--- src/rtl/adder_divider_seq_pkg.sv ---
// Shared definitions for the sequential restoring divider: default data width,
// FSM state encoding and the iteration-counter width helper.
package adder_divider_seq_pkg;

    localparam int LEN_DATA_DEF = 64;

    typedef enum logic [1:0] {
        IDLE = 2'd0,
        CALC = 2'd1,
        FIX  = 2'd2,
        DONE = 2'd3
    } state_e;

    // Counter must hold 0..len, hence log2(len)+1 bits.
    function automatic int cnt_width(input int len);
        return $clog2(len) + 1;
    endfunction

endpackage

--- src/rtl/adder_divider_seq_div_step.sv ---
// One restoring-division iteration: shift {rem,quo} left, trial-subtract the
// divisor magnitude on a LEN_DATA+1 bit subtractor, keep the trial if no borrow.
module div_step
    import adder_divider_seq_pkg::*;
#(
    parameter int LEN_DATA = LEN_DATA_DEF
) (
    input  logic [LEN_DATA-1:0] rem_i,
    input  logic [LEN_DATA-1:0] quo_i,
    input  logic [LEN_DATA-1:0] dvs_i,
    output logic [LEN_DATA-1:0] rem_o,
    output logic [LEN_DATA-1:0] quo_o
);

    logic [LEN_DATA:0] shifted;
    logic [LEN_DATA:0] trial;
    logic [LEN_DATA:0] sel;
    logic              borrow;
    logic              sel_msb_unused;

    assign shifted = {rem_i, quo_i[LEN_DATA-1]};
    assign {borrow, trial} = {1'b0, shifted} - {2'b00, dvs_i};
    assign sel = borrow ? shifted : trial;

    // The kept partial remainder is always below the divisor, so its top bit is zero.
    assign rem_o          = sel[LEN_DATA-1:0];
    assign sel_msb_unused = sel[LEN_DATA];
    assign quo_o          = {quo_i[LEN_DATA-2:0], ~borrow};

endmodule

--- src/rtl/adder_divider_seq.sv ---
// Sequential signed/unsigned restoring divider: one quotient bit per cycle,
// sign fix-up in a separate cycle, single-cycle divide-by-zero shortcut.
module adder_divider_seq
    import adder_divider_seq_pkg::*;
#(
    parameter int LEN_DATA = LEN_DATA_DEF
) (
    input  logic                clk,
    input  logic                rst,
    input  logic                start,
    input  logic                is_signed,
    input  logic [LEN_DATA-1:0] dividend,
    input  logic [LEN_DATA-1:0] divisor,
    output logic                busy,
    output logic                done,
    output logic [LEN_DATA-1:0] quotient,
    output logic [LEN_DATA-1:0] remainder,
    output logic                div_by_zero
);

    localparam int CNT_W = cnt_width(LEN_DATA);

    state_e              state_q, state_d;
    logic [CNT_W-1:0]    cnt_q, cnt_d;
    logic [LEN_DATA-1:0] rem_q, rem_d;
    logic [LEN_DATA-1:0] quo_q, quo_d;
    logic [LEN_DATA-1:0] dvs_q, dvs_d;
    logic                neg_quo_q, neg_quo_d;
    logic                neg_rem_q, neg_rem_d;
    logic [LEN_DATA-1:0] quotient_q, quotient_d;
    logic [LEN_DATA-1:0] remainder_q, remainder_d;
    logic                dbz_q, dbz_d;

    logic                dvd_neg, dvs_neg;
    logic [LEN_DATA-1:0] dvd_mag, dvs_mag;
    logic [LEN_DATA-1:0] step_rem, step_quo;

    // Magnitudes of the incoming operands; most-negative maps to 2^(LEN_DATA-1) unsigned.
    assign dvd_neg = is_signed & dividend[LEN_DATA-1];
    assign dvs_neg = is_signed & divisor[LEN_DATA-1];
    assign dvd_mag = dvd_neg ? -dividend : dividend;
    assign dvs_mag = dvs_neg ? -divisor : divisor;

    div_step #(.LEN_DATA(LEN_DATA)) u_step (
        .rem_i (rem_q),
        .quo_i (quo_q),
        .dvs_i (dvs_q),
        .rem_o (step_rem),
        .quo_o (step_quo)
    );

    // Next-state and datapath update for the IDLE/CALC/FIX/DONE sequence.
    always_comb begin
        // NOTE: every _d gets its hold value first so no path leaves a latch behind.
        state_d     = state_q;
        cnt_d       = cnt_q;
        rem_d       = rem_q;
        quo_d       = quo_q;
        dvs_d       = dvs_q;
        neg_quo_d   = neg_quo_q;
        neg_rem_d   = neg_rem_q;
        quotient_d  = quotient_q;
        remainder_d = remainder_q;
        dbz_d       = dbz_q;

        unique case (state_q)
            IDLE: begin
                if (start) begin
                    if (divisor == '0) begin
                        quotient_d  = '1;
                        remainder_d = dividend;
                        dbz_d       = 1'b1;
                        state_d     = DONE;
                    end else begin
                        quo_d     = dvd_mag;
                        rem_d     = '0;
                        dvs_d     = dvs_mag;
                        cnt_d     = '0;
                        neg_quo_d = dvd_neg ^ dvs_neg;
                        neg_rem_d = dvd_neg;
                        state_d   = CALC;
                    end
                end
            end
            CALC: begin
                rem_d = step_rem;
                quo_d = step_quo;
                cnt_d = cnt_q + CNT_W'(1);
                if (cnt_q == CNT_W'(LEN_DATA - 1)) begin
                    state_d = FIX;
                end
            end
            FIX: begin
                quotient_d  = neg_quo_q ? -quo_q : quo_q;
                remainder_d = neg_rem_q ? -rem_q : rem_q;
                dbz_d       = 1'b0;
                state_d     = DONE;
            end
            DONE: begin
                state_d = IDLE;
            end
            default: begin
                state_d = IDLE;
            end
        endcase
    end

    // State, working and result registers with asynchronous clear.
    always_ff @(posedge clk or posedge rst) begin
        if (rst) begin
            state_q     <= IDLE;
            cnt_q       <= '0;
            rem_q       <= '0;
            quo_q       <= '0;
            dvs_q       <= '0;
            neg_quo_q   <= 1'b0;
            neg_rem_q   <= 1'b0;
            quotient_q  <= '0;
            remainder_q <= '0;
            dbz_q       <= 1'b0;
        end else begin
            // NOTE: non-blocking updates so every register sees pre-edge values.
            state_q     <= state_d;
            cnt_q       <= cnt_d;
            rem_q       <= rem_d;
            quo_q       <= quo_d;
            dvs_q       <= dvs_d;
            neg_quo_q   <= neg_quo_d;
            neg_rem_q   <= neg_rem_d;
            quotient_q  <= quotient_d;
            remainder_q <= remainder_d;
            dbz_q       <= dbz_d;
        end
    end

    assign busy        = (state_q == CALC) || (state_q == FIX);
    assign done        = (state_q == DONE);
    assign quotient    = quotient_q;
    assign remainder   = remainder_q;
    assign div_by_zero = dbz_q;

endmodule

--- config.mk ---
export PLATFORM = sky130hd
export DESIGN_NAME = adder_divider_seq
export DESIGN_NICKNAME = d
export VERILOG_FILES = /design/src/rtl/adder_divider_seq_pkg.sv /design/src/rtl/adder_divider_seq_div_step.sv /design/src/rtl/adder_divider_seq.sv
export SDC_FILE = /design/constraint.sdc
export NUM_CORES = 1
export LEC_CHECK = 0
export ABC_AREA = 1
export BUFFER_PORTS_ARGS = -buffer_cell sky130_fd_sc_hd__buf_2
export CORE_ASPECT_RATIO = 1.2
export CORE_UTILIZATION = 30
export DETAILED_ROUTE_END_ITERATION = 6
export PLACE_DENSITY = 0.56
export SLEW_MARGIN = 25
export SYNTH_ARGS = -nofsm -noshare
export SYNTH_HDL_FRONTEND = slang
export SYNTH_SLANG_ARGS = --single-unit
--- constraint.sdc ---
create_clock -name clk -period 12.3 [get_ports clk]
set_input_delay 3.69 -clock clk [delete_from_list [all_inputs] [get_ports clk]]
set_output_delay 3.69 -clock clk [all_outputs]
set_load 0.02 [all_outputs]
==> flow_summary.yaml, run 1 <==
status:
  outcome: "complete, no violations"
drt:
  drt_pre_antenna_iters: 6
  routed_wl_mm: 121.5
  vias: 31180
  drt_iter0_drc: 2394
  detail-route-antenna-nets: 0
  wire_per_inst_um: 19.28
  remaining_drc_errors: 0
  viasPerCell: 4.946
critical_path:
  crit_path_end_kind: "flip-flop"
  startpoint_type: "input port"
  cp_slowest_cell: "buf_4"
  path_common_cell: "nand2_1"
  path_cells: "buf_2 > inv_1 > ha_1 > inv_1 > nor3_2 > inv_2 > nor2_2 > nand2_1 > nor2_2 > nand3_1 > a21oi_4 > buf_4 > nand2_1 > nand2_1 > nand2_1 > nand2_1"
  cpPeakStageDelay_ns: 0.87
  critical-path-top-delay-family: "simple AND/OR/NAND/NOR gates"
  path_class: "in2reg"
  cp.required_ns: 12.83
  crit_fanout: 85
  cp_num_buf_inv: 5
  arrival_ns: 7.21
clock_tree:
  numCtsBuffers: 41
  root_buffer: "clkbuf_16"
  post_cts_resized: 0
  cts_setup_buffers: 0
  clk_path_buf_depth: 3
  path_clk_slew_ns: 0.06
  insertion_delay_ns: 0.60
  hold_buffers: 0
  cts_sinks: 332
  tritoncts: "done"
  htreeDepth: 2
synthesis:
  syn-cell-area_um2: 28850
  syn-num-nets: 5040
  synthArstFlopShare: 1.000
  yosys.area.top_type: "dfrtp_1"
  seq_area_frac_synth: 0.2880
  ys_top_cells_by_area: "dfrtp_1, nand2_1, inv_1"
  yosysTopAreaCellShare: 0.2880
  synth_seq_cells: 332
  ys.flop_type: "dfrtp_1"
  avgSynthCellArea_um2: 5.970
  yosysUniqueCellTypes: 48
  yosysWarningCount: 0
  syn-instance-count: 4833
  synth-edff-count: 0
timing:
  slew_headroom: 0.3151
  setup_tns_ns: 0
  period_share: 0.5429
  setup_viol: 0
  rsz0062_at_grt: "no"
  hold_viol: 0
  fmax_mhz: 149.7
  slew_viol_final: 0
  final.setup_skew_ns: 0.02672
  finalCriticalPeriod_ns: 6.678
  layout_setup_ws_ns: 5.622
  worst_pin_slew_ns: 1.027
cells_and_area:
  drive_above_1_share: 0.08014
  syn2layout_area_growth_pct: 12.94
  n_fill_cell: 10910
  fin_nets: 5217
die:
  row_count: 124
  dieArea_um2: 97420
  die_h_um: 341.7
  fp.dieW_um: 285.1
  coreArea_um2: 95260
  num_io_pins: 263
  initial_core_util: 0.3029
grt:
  grt_busiest_layer: "met2"
  antenna_found_initial: 2
  use_met2: 0.4170
  grt_util_met3: 0.02060
  grt_remaining_overflow: 0
  grt_pass1_vias: 30110
  grt_pass1_wl_mm: 183.1
  grtUsageMet1: 0.3106
  grt_max_degree: 153
  track_usage: 0.2463
power_and_ir_drop:
  ir_worst_vdd_mv: 0.1480
  cellPowerDensity_nw_per_um2: 238.8
  p_leak_nw: 17.07
place:
  dp_hpwl_mm: 98.81
  io_buffers: 262
  preCtsSetupSlack_ns: 4.994
  place_congestion: 1.023
run:
  maxCapViolations: 0
min_path:
  hold_class: "reg2reg"
[worst paths after layout]
| path | from | to | slack, ns | cells after the start |
|---|---|---|---|---|
| max | divisor[0] | remainder[52] | 5.62 | 16 |
| min | remainder[54] | remainder[54] | 0.48 | 2 |
| max reg2reg | rem_q[38] | rem_q[60] | 8.52 | 13 |
| min reg2reg | remainder[54] | remainder[54] | 0.48 | 2 |
| max in group asynchronous | rst | neg_quo_q | 7.69 | 3 |
| min in group asynchronous | rst | quotient[6] | 3.23 | 2 |
[stage by stage]
stage	instance area, µm²	utilization	total power, W	hold slack, ns	cells
6_report	32590	0.3421	0.007780	0.4752	6304
5_1_grt	32580	0.3420	0.008398	0.4920	6302
4_1_cts	32580	0.3420	0.007792	0.4816	6301
3_5_place_dp	31250	0.3280	0.006550	0.4659	6227
3_3_place_gp	31250	0.3280	0.006522	0.4609	6227
2_1_floorplan	28860	-	0.004936	0.4489	4833
[kinds of logic (layout without fill, tap and decap cells)]
kind of cell,after synthesis,after routing,share of synthesized area
other,0,3,0
AND/OR/NAND/NOR,2866,2866,0.4112
flip-flops,332,332,0.2880
adder cells (fa/ha/maj),75,75,0.03279
XOR/XNOR,135,135,0.04098
AO/OA/AOI/OAI,581,581,0.1108
buffers and inverters,844,1052,0.1162
[tightest hold or removal path: stages (launching register included)]
cell and delay [ns]:
dfrtp_1 0.34, nand2_1 0.05, nand2_1 0.06
[layout make-up]
class | count | area (µm²) | share of cell area
clock buffer | 60 | 1219 | 0.03740
inverter | 690 | 2594 | 0.07960
multi-input combinational | 3657 | 17230 | 0.5289
timing repair buffer | 288 | 1531 | 0.04700
antenna | 3 | 7.507 | 0.0002304
tap | 1260 | 1577 | 0.04838
sequential | 332 | 8310 | 0.2550
clock inverter | 14 | 112.6 | 0.003456
[per-layer routing]
layer | share of wire | up-vias | wire length [µm]
li1 | - | 15710 | -
met1 | 0.43 | 14250 | 51940
met2 | 0.47 | 980 | 56980
met3 | 0.045 | 238 | 5422
met4 | 0.059 | 0 | 7170
met5 | 0 | - | 0
[where the power goes]
group	leakage, nW	internal [W]	switching [W]	total, W
clock network	0.656	0.000692	0.000515	0.00121
logic	12.4	0.00134	0.00334	0.00468
registers	4.01	0.00151	0.000385	0.00189
total	17.1	0.00354	0.00424	0.00778
[cell usage after synthesis, types with 3 or more instances]
cell type,instances
a21o_1,3
a21oi_1,163
a22oi_1,6
a31oi_1,61
and2_1,9
buf_1,11
buf_2,34
buf_4,22
buf_6,8
clkbuf_1,79
dfrtp_1,332
ha_1,74
inv_1,682
inv_2,6
nand2_1,1605
nand2_2,4
nand3_1,465
nand3b_1,21
nand4_1,66
nor2_1,590
nor2_2,11
nor3_1,58
nor3_2,5
nor4_1,13
o211ai_1,40
o21ai_0,235
o21ai_1,36
o21bai_1,10
o22a_1,6
o22ai_1,12
o31ai_1,3
or2_2,9
xnor2_1,47
xor2_1,88
[sequential cells by signal, indices dropped and copies added, names as in the netlist]
| name | count |
|---|---|
| quotient | 64 |
| quo_q | 64 |
| neg_rem_q | 1 |
| rem_q | 64 |
| neg_quo_q | 1 |
| cnt_q | 7 |
| state_q | 2 |
| div_by_zero | 1 |
| dvs_q | 64 |
| remainder | 64 |
[layout by cell type, fill, tap and decap left out, drive strengths merged, types with 6 or more instances in the layout]
cell type,n
nand2,1611
inv,690
nor2,602
nand3,468
dfrtp,332
buf,288
o21ai,271
a21oi,165
xor2,88
ha,74
nand4,66
nor3,63
a31oi,61
clkbuf,60
xnor2,47
o211ai,40
nand3b,21
nor4,13
o22ai,12
clkinv,11
o21bai,10
or2,9
and2,9
o22a,6
a22oi,6
No activity file was read; power rests on OpenSTA's default activity.
==> run 2, diff against run 1 <==
==> constraint.sdc (replaced) <==
create_clock -name clk -period 5.9 [get_ports clk]
set_input_delay 1.77 -clock clk [delete_from_list [all_inputs] [get_ports clk]]
set_output_delay 1.77 -clock clk [all_outputs]
set_load 0.02 [all_outputs]
==> run 2 against run 1 <==
  * Die area unchanged
  * Core utilization grew 0.23 points
  * Worst setup slack worse by 3.9 ns
  * Total power increased by 110%
  * Non-clock buffer count up 11
  * Critical path depth increased by 1
==> flow_summary.yaml, run 2 (synthesis gave the netlist of run 1 again) <==
grt:
  track_usage: 0.2434
  grt_remaining_overflow: 0
  grt_pass1_wl_mm: 181.4
  grt_pass1_vias: 30160
  grt_max_degree: 107
  antenna_found_initial: 5
power_and_ir_drop:
  netSwitchingPower_w: 0.008830
  swShare: 0.5410
  p_leak_nw: 17.18
  ir_worst_vdd_mv: 0.3629
  clkPwrFrac: 0.163
  power.total_w: 0.01632
  p_seq_frac: 0.243
  cellPowerDensity_nw_per_um2: 497.6
  internal-power_w: 0.007490
  pwr-share-comb: 0.594
timing:
  setup_viol: 0
  finalCriticalPeriod_ns: 4.206
  worst_pin_slew_ns: 0.9811
  fmax_mhz: 237.8
  rsz0062_at_grt: "no"
  hold_viol: 0
  slew_viol_final: 0
  period_share: 0.7128
  setup_tns_ns: 0
  final.setup_skew_ns: 0.03366
  slew_headroom: 0.3459
critical_path:
  crit_path_end_kind: "flip-flop"
  cp-startpoint: "divisor[0]"
  path_cells: "buf_2 > inv_1 > ha_1 > inv_1 > nor3_2 > inv_2 > nor2_2 > nand2_1 > nor2_2 > nand3_1 > nand2_1 > nand2_4 > nor2_4 > buf_12 > nand2_1 > nor2_1 > nor2_1"
  reg2reg_from: "rem_q[6]"
  path_common_cell: "nand2_1"
  crit_fanout: 29
  path_class: "in2reg"
  startpoint_type: "input port"
  arrival_ns: 4.68
  cp_slowest_cell: "nor2_4"
  cpPeakStageDelay_ns: 0.52
  cp.required_ns: 6.38
drt:
  viasPerCell: 4.907
  routed_wl_mm: 120.1
  remaining_drc_errors: 0
  wire_per_inst_um: 19.00
  detail-route-antenna-nets: 0
  drt_iter0_drc: 2045
  vias: 31020
  drt_pre_antenna_iters: 6
run:
  maxCapViolations: 0
clock_tree:
  clk_path_buf_depth: 3
  cts_sinks: 332
  cts_setup_buffers: 0
  tritoncts: "done"
  path_clk_slew_ns: 0.06
  htreeDepth: 2
  hold_buffers: 0
  root_buffer: "clkbuf_16"
  numCtsBuffers: 42
  post_cts_resized: 0
  insertion_delay_ns: 0.60
die:
  row_count: 124
  num_io_pins: 263
  coreArea_um2: 95260
  die_h_um: 341.7
  dieArea_um2: 97420
  fp.dieW_um: 285.1
  initial_core_util: 0.3029
place:
  io_buffers: 262
  place_congestion: 0.9825
  dp_hpwl_mm: 97.89
cells_and_area:
  most-common-layout-cells: "nand2_1, inv_1, nor2_1"
  multi_input_area_um2: 17230
  fin_nets: 5229
  n_fill_cell: 10860
  drive_above_1_share: 0.08271
  regArea_um2: 8310
  final_common_cell: "nand2_1"
  syn2layout_area_growth_pct: 13.69
status:
  outcome: "complete, no violations"
min_path:
  min_from: "remainder[54]"
  hold_class: "reg2reg"
## run 2: path summary, 6_finish.rpt
path / to / slack (ns) / cells after the start
setup / recovery: quotient[59] / 1.69 / 17
hold / removal: remainder[54] / 0.48 / 2
setup reg to reg: rem_q[8] / 2.14 / 18
hold reg to reg: remainder[54] / 0.48 / 2
max in group asynchronous: dvs_q[59] / 3.40 / 3
min in group asynchronous: quotient[2] / 1.35 / 2
## run 2: power by group through the flow
stage	clock, W	sequential, W	combinational, W
global placement	0	0.00398	0.00954
finish	0.00266	0.00397	0.00969
floorplan	0	0.00410	0.00619
detailed placement	0	0.00399	0.00962
CTS	0.00273	0.00395	0.00965
global route	0.00281	0.00407	0.0107
## run 2: critical path, delay by kind of cell
kind,cells,cell delay [ns]
adders and majority gates,1,0.20
buffers and inverters,5,0.61
and+or+nand+nor,11,2.07
## run 2: layer usage
metal / vias to the layer above / wire length (µm) / GRT usage
li1: 15730 / - / -
met1: 14140 / 52060 / 0.3074
met2: 892 / 55280 / 0.4070
met3: 251 / 5622 / 0.02613
met4: 6 / 7114 / 0.1296
met5: - / 36 / 0
## run 2: metrics by stage
step	setup WS, ns	hold slack (ns)	util	area, µm²	instances
6_report	1.694	0.4807	0.3443	32800	6321
3_3_place_gp	1.145	0.4649	0.3294	31380	6238
2_1_floorplan	-0.3046	0.4489	-	28860	4833
5_1_grt	1.429	0.4957	0.3442	32790	6316
3_5_place_dp	1.131	0.4679	0.3294	31380	6238
4_1_cts	1.749	0.4839	0.3441	32780	6314
## run 2: final cells by class
class                   count  share of cell area
well taps                1260             0.04806
inverters                 690             0.07908
clock inverters            20            0.006561
multi-input cells        3657              0.5254
repair buffers            299             0.05085
clock buffers              56             0.03612
diodes                      7           0.0005340
flip-flops and latches    332              0.2534
